### src/rtl/input_sel_sequencer_pkg.sv
// input_sel_pkg: shared types and constants for the input-type selection sequencer.
//   state_e   - debounce FSM states
//   dir_e     - step direction (DIR_NEXT / DIR_PREV)
//   NUM_SEL   - number of selectable input types
//   step_sel  - apply one step to a selection value, wrapping modulo NUM_SEL
package input_sel_pkg;

    localparam int unsigned NUM_SEL = 4;
    localparam int unsigned SelW    = $clog2(NUM_SEL);

    typedef logic [SelW-1:0] sel_t;

    typedef enum logic [1:0] {
        StIdle,
        StPress,
        StHeld,
        StRelease
    } state_e;

    typedef enum logic {
        DIR_NEXT,
        DIR_PREV
    } dir_e;

    // NUM_SEL is a power of two, so plain wrap-around of sel_t is the modulo.
    function automatic sel_t step_sel(input sel_t cur, input dir_e dir);
        return (dir == DIR_NEXT) ? sel_t'(cur + 1'b1) : sel_t'(cur - 1'b1);
    endfunction

endpackage

### src/rtl/input_sel_sequencer_if.sv
// input_sel_sequencer_if: button inputs and selection outputs of the sequencer.
//   next, prev  - raw active-low pushbuttons (step forward / backward)
//   lock        - datapath busy, defers selection changes
//   sel         - current selection
//   sel_changed - one-cycle pulse when sel takes a new value
//   pending     - a step is waiting for lock to drop
//   drop_err    - one-cycle pulse when an accepted step is discarded
// master: drives buttons/lock (board or bench); slave: the sequencer.
interface input_sel_sequencer_if;
    import input_sel_pkg::*;

    logic next;
    logic prev;
    logic lock;
    sel_t sel;
    logic sel_changed;
    logic pending;
    logic drop_err;

    modport master (
        output next, prev, lock,
        input  sel, sel_changed, pending, drop_err
    );

    modport slave (
        input  next, prev, lock,
        output sel, sel_changed, pending, drop_err
    );

endinterface

### src/rtl/input_sel_sequencer_tick_gen.sv
// tick_gen: free-running divider producing a one-cycle enable every TICK_DIV clocks.
//   clk_10MHz - clock
//   reset     - synchronous active-low reset (counter cleared to 0)
//   tick      - high in the cycle the counter sits at TICK_DIV-1 (wrap)
module tick_gen #(
    parameter int unsigned TICK_DIV = 24'h080000
) (
    input  logic clk_10MHz,
    input  logic reset,
    output logic tick
);

    localparam int unsigned CntW = (TICK_DIV > 1) ? $clog2(TICK_DIV) : 1;
    localparam logic [CntW-1:0] CntMax = CntW'(TICK_DIV - 1);

    logic [CntW-1:0] cnt_q;
    logic [CntW-1:0] cnt_d;

    assign tick = (cnt_q == CntMax);

    always_comb begin
        cnt_d = tick ? '0 : cnt_q + 1'b1;
    end

    always_ff @(posedge clk_10MHz) begin
        if (!reset) begin
            cnt_q <= '0;
        end else begin
            cnt_q <= cnt_d;
        end
    end

endmodule

### src/rtl/input_sel_sequencer.sv
// input_sel_sequencer: debounces next/prev pushbuttons and steps a 2-bit selection,
// deferring one step while the datapath is locked.
//   clk_10MHz - clock
//   reset     - synchronous active-low reset
//   bus       - input_sel_sequencer_if slave (buttons, lock, sel and status pulses)
module input_sel_sequencer
    import input_sel_pkg::*;
#(
    parameter int unsigned TICK_DIV       = 24'h080000,
    parameter int unsigned DEBOUNCE_TICKS = 4
) (
    input logic                  clk_10MHz,
    input logic                  reset,
    input_sel_sequencer_if.slave bus
);

    localparam int unsigned CntW = $clog2(DEBOUNCE_TICKS + 1);
    localparam logic [CntW-1:0] DebMax = CntW'(DEBOUNCE_TICKS);

    logic tick;

    tick_gen #(
        .TICK_DIV (TICK_DIV)
    ) u_tick_gen (
        .clk_10MHz (clk_10MHz),
        .reset     (reset),
        .tick      (tick)
    );

    // Two-flop synchronizers; reset value 1 = button released.
    logic [1:0] next_sync_q, next_sync_d;
    logic [1:0] prev_sync_q, prev_sync_d;
    logic       btn_next, btn_prev;

    assign next_sync_d = {next_sync_q[0], bus.next};
    assign prev_sync_d = {prev_sync_q[0], bus.prev};
    assign btn_next    = ~next_sync_q[1];
    assign btn_prev    = ~prev_sync_q[1];

    // Debounce FSM
    state_e          state_q, state_d;
    logic [CntW-1:0] cnt_q, cnt_d;
    logic [CntW-1:0] cnt_inc;
    dir_e            dir_q, dir_d;
    logic            latched_on;
    logic            any_on;
    logic            step_valid;

    assign cnt_inc    = cnt_q + 1'b1;
    assign latched_on = (dir_q == DIR_NEXT) ? btn_next : btn_prev;
    assign any_on     = btn_next | btn_prev;

    always_ff @(posedge clk_10MHz) begin
        if (!reset) begin
            state_q     <= StIdle;
            cnt_q       <= '0;
            dir_q       <= DIR_NEXT;
            next_sync_q <= 2'b11;
            prev_sync_q <= 2'b11;
        end else begin
            state_q     <= state_d;
            cnt_q       <= cnt_d;
            dir_q       <= dir_d;
            next_sync_q <= next_sync_d;
            prev_sync_q <= prev_sync_d;
        end
    end

    always_comb begin
        state_d = state_q;
        cnt_d   = cnt_q;
        dir_d   = dir_q;
        if (tick) begin
            unique case (state_q)
                StIdle: begin
                    // Both buttons at once is ambiguous and ignored.
                    if (btn_next ^ btn_prev) begin
                        state_d = StPress;
                        cnt_d   = '0;
                        dir_d   = btn_next ? DIR_NEXT : DIR_PREV;
                    end
                end
                StPress: begin
                    if (latched_on) begin
                        cnt_d = cnt_inc;
                        if (cnt_inc == DebMax) state_d = StHeld;
                    end else begin
                        state_d = StIdle;
                    end
                end
                StHeld: begin
                    if (!any_on) begin
                        state_d = StRelease;
                        cnt_d   = '0;
                    end
                end
                StRelease: begin
                    if (any_on) begin
                        state_d = StHeld;
                    end else begin
                        cnt_d = cnt_inc;
                        if (cnt_inc == DebMax) state_d = StIdle;
                    end
                end
                default: state_d = StIdle;
            endcase
        end
    end

    always_comb begin
        step_valid = tick && (state_q == StPress) && latched_on && (cnt_inc == DebMax);
    end

    // Selection / deferral
    sel_t sel_q, sel_d;
    logic sel_changed_q, sel_changed_d;
    logic pending_q, pending_d;
    dir_e pend_dir_q, pend_dir_d;
    logic drop_err_q, drop_err_d;

    always_comb begin
        sel_d         = sel_q;
        sel_changed_d = 1'b0;
        pending_d     = pending_q;
        pend_dir_d    = pend_dir_q;
        drop_err_d    = 1'b0;
        if (pending_q && !bus.lock) begin
            // Deferred step goes first; a coinciding new step takes the freed slot.
            sel_d         = step_sel(sel_q, pend_dir_q);
            sel_changed_d = 1'b1;
            pending_d     = step_valid;
            if (step_valid) pend_dir_d = dir_q;
        end else if (step_valid) begin
            if (pending_q) begin
                drop_err_d = 1'b1;
            end else if (bus.lock) begin
                pending_d  = 1'b1;
                pend_dir_d = dir_q;
            end else begin
                sel_d         = step_sel(sel_q, dir_q);
                sel_changed_d = 1'b1;
            end
        end
    end

    always_ff @(posedge clk_10MHz) begin
        if (!reset) begin
            sel_q         <= '0;
            sel_changed_q <= 1'b0;
            pending_q     <= 1'b0;
            pend_dir_q    <= DIR_NEXT;
            drop_err_q    <= 1'b0;
        end else begin
            sel_q         <= sel_d;
            sel_changed_q <= sel_changed_d;
            pending_q     <= pending_d;
            pend_dir_q    <= pend_dir_d;
            drop_err_q    <= drop_err_d;
        end
    end

    assign bus.sel         = sel_q;
    assign bus.sel_changed = sel_changed_q;
    assign bus.pending     = pending_q;
    assign bus.drop_err    = drop_err_q;

endmodule

### src/flat_wrapper.sv
// flat-port wrapper written by rule: the top's interface ports become plain ports
module input_sel_sequencer_flat import input_sel_pkg::*;
#(
    parameter int unsigned TICK_DIV       = 24'h080000,
    parameter int unsigned DEBOUNCE_TICKS = 4
)
  (clk_10MHz, reset, bus_next, bus_prev, bus_lock, bus_sel, bus_sel_changed, bus_pending, bus_drop_err);
  input_sel_sequencer_if bus_i ();
  input logic clk_10MHz;
  input logic reset;
  input wire logic [$bits(bus_i.next)-1:0] bus_next;
  input wire logic [$bits(bus_i.prev)-1:0] bus_prev;
  input wire logic [$bits(bus_i.lock)-1:0] bus_lock;
  output wire logic [$bits(bus_i.sel)-1:0] bus_sel;
  output wire logic [$bits(bus_i.sel_changed)-1:0] bus_sel_changed;
  output wire logic [$bits(bus_i.pending)-1:0] bus_pending;
  output wire logic [$bits(bus_i.drop_err)-1:0] bus_drop_err;
  assign bus_i.next = bus_next;
  assign bus_i.prev = bus_prev;
  assign bus_i.lock = bus_lock;
  assign bus_sel = bus_i.sel;
  assign bus_sel_changed = bus_i.sel_changed;
  assign bus_pending = bus_i.pending;
  assign bus_drop_err = bus_i.drop_err;
  input_sel_sequencer #(.TICK_DIV(TICK_DIV), .DEBOUNCE_TICKS(DEBOUNCE_TICKS)) u_core (.clk_10MHz(clk_10MHz), .reset(reset), .bus(bus_i));
endmodule
### config.mk
export PLATFORM = sky130hd
export DESIGN_NAME = input_sel_sequencer_flat
export DESIGN_NICKNAME = d
export VERILOG_FILES = /design/src/rtl/input_sel_sequencer_pkg.sv /design/src/rtl/input_sel_sequencer_if.sv /design/src/rtl/input_sel_sequencer_tick_gen.sv /design/src/rtl/input_sel_sequencer.sv /design/src/flat_wrapper.sv
export SDC_FILE = /design/constraint.sdc
export NUM_CORES = 1
export LEC_CHECK = 0
export CAP_MARGIN = 20
export CORE_MARGIN = 10
export CORE_UTILIZATION = 45
export CTS_BUF_LIST = sky130_fd_sc_hd__clkbuf_8
export DETAILED_ROUTE_END_ITERATION = 8
export SYNTH_ARGS = -nofsm -noshare
export SYNTH_HDL_FRONTEND = slang
export SYNTH_HIERARCHICAL = 1
export SYNTH_SLANG_ARGS = --single-unit
### constraint.sdc
create_clock -name clk_10MHz -period 2.6 [get_ports clk_10MHz]
set_input_delay 0.65 -clock clk_10MHz [delete_from_list [all_inputs] [get_ports clk_10MHz]]
set_output_delay 0.65 -clock clk_10MHz [all_outputs]
set_load 0.01 [all_outputs]
==> key figures <==
STA
  • Fmax: 424.5 MHz
  • Hold slack: a little over 0.4 ns
  • Max_slew headroom: between 60% and 70%
  • Worst Tran Pin Value: roughly 0.55 ns
  • Fin. Hold Viols: 0
  • Max Slew Vio Count: 0
  • Setup violators final: 0
  • Tmin final: about 2.4 ns
  • Final setup skew: between 0.007 and 0.008 ns
  • Final worst-path setup slack: 0.2441 ns
  • Tcrit/Tclk final: roughly nine tenths
  • Setup_tns: 0 ns
  • RSZ-0062 raised after global routing: no

Floorplanning
  • Row count: 21
  • Die outline width: 80.08 microns
  • Die Ht: approximately 80 microns
  • Core area: between 3000 and 4000 sq um
  • Initial core utilization: a little under half
  • Die area: around 6400 sq um
  • Io pins: 10

Yosys
  • Async SR Flop Fraction: 0%
  • Synth cell types: 47
  • Warnings, synthesis: 6
  • Syn Area/Cell: 8.875 sq um
  • Register area share after synthesis: a little over two fifths
  • Net count after synthesis: between 150 and 200
  • Post-Synthesis Cells: between 150 and 200
  • Number of enable flip-flop cells after synthesis: 0
  • Synthesis-stage register bit count: 35
  • Main flop type after synthesis: dfxtp_1
  • Netlist Area Pre-Place: between 1500 and 2000 sq um

Worst setup path
  • Crit start category: register
  • Required time worst endpoint: around 2.8 ns
  • Flop-to-flop setup slack: approximately 0.24 ns
  • Reg2reg path depth: 7
  • CP Capture Type: register
  • Critical path peak fanout: 6
  • FF-to-FF End: u_core/bus.sel[0]
  • Critical path origin: u_core/u_tick_gen/cnt_q[5]
  • Crit path cell chain: nand3_2, or4_4, nor2_4, nand3_1, o41a_1, or3_1, a21oi_1
  • FF-to-FF Start: u_core/u_tick_gen/cnt_q[5]
  • Critical Path Sink: u_core/bus.sel[0]
  • Largest stage delay, worst path: about 0.6 ns
  • Crit path kind: register to register
  • Critical path's slowest cell: or4_4
  • CP arrival: 2.57 ns

Routing
  • Residual DRC: 0
  • Aggregate routed wire length: between 3000 and 4000 microns
  • First-iteration detailed-routing DRC count: 59
  • Met2 wire length: roughly 1700 microns
  • Top Metal Used: met4
  • Routed vias/inst: 5.378
  • Final ANT Viol Nets: 0
  • Vias: between 1000 and 1500
  • WL per Instance: roughly 13 microns
  • Met3 wire len: 130 microns
  • Met1 WL: 1323 microns
  • Drt pass-1 iters: 4

Power
  • VDD IR-drop max: around 350 uV
  • Total power: approximately 0.95 mW
  • Clock group share of total power: around two fifths
  • Power Dens Cells: between 500 and 600 nW/um^2
  • Internal power: roughly 0.74 mW
  • Static Leak: approximately 0.64 nW
  • Psw: 0.2103 mW
  • Combinational Power Share: between 3 and 4%
  • Switching Share: between 20% and 30%
  • Sequential power share: between 50% and 60%

Layout
  • Ratio of cells with drive above 1 in the final layout: between 10% and 20%
  • Commonest non-fill, non-tap cell in the layout: dfxtp_1
  • # fillers: 328
  • Most frequent cells in the layout: 35 x dfxtp_1, 22 x nor2_1, 13 x nand2_1, 13 x a21oi_1, 11 x inv_1
  • N_diodes: 0
  • Final nets: roughly 210
  • Area Growth Syn to Fin: 16.72%

Clock tree
  • CTS tree: done
  • H-tree Lvls: 2
  • Clock Sinks: 35
  • Total CTS buffers: 5
  • CTS Hold Bufs: 0
  • CTS Buffer Depth: 2
  • Worst skew pair latency: 0.28 ns
  • Post-CTS setup buffers: 0
  • CTS Root Cell: clkbuf_8
  • Clock-pin slew on the worst setup and hold paths: 0.07 ns
  • PostCTS Resize Cnt: 0

Placement
  • Port bufs: 9
  • Routability Congestion: 0.8441
  • HPWL Detailed: between 2000 and 2500 microns
  • Setup WS pre-CTS: about 0.095 ns

Outcome
  • Status: finished, final reports clean

Global route
  • Initial antenna violation count: 0
  • Global Route Usage Sum: a little under an eighth
  • Vias in the first global route: between 1000 and 1500
  • Grt ovf: 0
  • Largest net degree at the start of global routing: 17
  • Global-route wire length before repair: around 5700 microns

Hold path
  • Hold Crit Class: register to register

Job
  • Max cap viols: 0
## area by class of cell
| cell class | instances | area [sq um] | share of cell area [%] |
|---|---|---|---|
| Multi-Input combinational cell | 135 | 883.3 | 46.60 |
| Sequential cell | 35 | 700.7 | 36.96 |
| Timing Repair Buffer | 15 | 135.1 | 7.129 |
| Clock buffer | 5 | 68.82 | 3.630 |
| Tap cell | 46 | 57.56 | 3.036 |
| Inverter | 10 | 37.54 | 1.980 |
| Clock inverter | 3 | 12.51 | 0.6601 |
## sequential cells by signal, indices dropped and copies added, names as in the netlist
| register | count |
|---|---|
| u_core/pend_dir_q | 1 |
| u_core/u_tick_gen/cnt_q | 19 |
| u_core/bus.drop_err | 1 |
| u_core/state_q | 2 |
| u_core/cnt_q | 3 |
| u_core/bus.pending | 1 |
| u_core/dir_q | 1 |
| u_core/prev_sync_q | 2 |
| u_core/bus.sel_changed | 1 |
| u_core/bus.sel | 2 |
| u_core/next_sync_q | 2 |
## metrics by stage
| step | util, % | instance area [sq um] | instances |
|---|---|---|---|
| 4_1_cts | 54.87 | 1874 | 248 |
| 3_3_place_gp | 52.49 | 1793 | 240 |
| 3_5_place_dp | 52.49 | 1793 | 240 |
| 5_1_grt | 55.49 | 1896 | 249 |
| 2_1_floorplan | - | 1624 | 183 |
| 6_report | 55.49 | 1896 | 249 |
## cells in the mapped netlist (2+ instances only)
| master | n | area (sq um) |
|---|---|---|
| nand2_1 | 13 | 48.80 |
| a21oi_1 | 13 | 65.06 |
| nand2b_1 | 6 | 37.54 |
| mux2i_1 | 3 | 30.03 |
| ha_1 | 6 | 75.07 |
| nand4_1 | 4 | 25.02 |
| inv_1 | 9 | 33.78 |
| nor4_1 | 4 | 25.02 |
| nor2_1 | 23 | 86.33 |
| and4_1 | 2 | 17.52 |
| xnor2_1 | 7 | 61.31 |
| and3_1 | 2 | 12.51 |
| o21ai_0 | 5 | 25.02 |
| nand3_1 | 10 | 50.05 |
| or3_2 | 2 | 15.01 |
| xor2_1 | 7 | 61.31 |
| dfxtp_1 | 35 | 700.7 |
| a31oi_1 | 2 | 12.51 |
| or3_1 | 2 | 12.51 |
## cells by family (layout without fill, tap and decap cells)
kind of cell,count (synthesis),after routing,share of synthesized area [%]
flops,35,35,43.14
fa+ha+maj,6,6,4.622
buf+inv,13,33,3.312
simple gates,80,80,26.89
compound gates,31,31,11.94
xor+xnor,14,14,7.550
mux,4,4,2.542
## power by group through the flow
stage | registers (mW) | logic (mW) | clock network (mW)
6_report | 0.548 | 0.0372 | 0.364
5_1_grt | 0.548 | 0.0430 | 0.407
4_1_cts | 0.548 | 0.0360 | 0.381
2_1_floorplan | 0.559 | 0.0223 | 0
3_5_place_dp | 0.560 | 0.0357 | 0
3_3_place_gp | 0.560 | 0.0341 | 0
## worst max-delay path, delay by kind of cell, from the launching register on
kind | cells | cell delay (ns)
compound gates | 2 | 0.56
flops | 1 | 0.40
simple gates | 5 | 1.32
## worst min path at each step
stage / cells after the start / end / startpoint / slack (ns)
2_1_floorplan: 1 / u_core/next_sync_q[1] / u_core/next_sync_q[0] / 0.39
3_3_place_gp: 1 / u_core/next_sync_q[1] / u_core/next_sync_q[0] / 0.39
3_5_place_dp: 1 / u_core/prev_sync_q[1] / u_core/prev_sync_q[0] / 0.40
4_1_cts: 1 / u_core/prev_sync_q[1] / u_core/prev_sync_q[0] / 0.42
5_1_grt: 1 / u_core/next_sync_q[1] / u_core/next_sync_q[0] / 0.46
6_report: 1 / u_core/prev_sync_q[1] / u_core/prev_sync_q[0] / 0.41
## layer usage
layer	GRT usage, %	vias to the layer above
li1	-	682
met5	0	-
met3	4.454	8
met1	10.84	630
met4	7.218	0
met2	20.22	19
No activity file was read; power rests on OpenSTA's default activity.
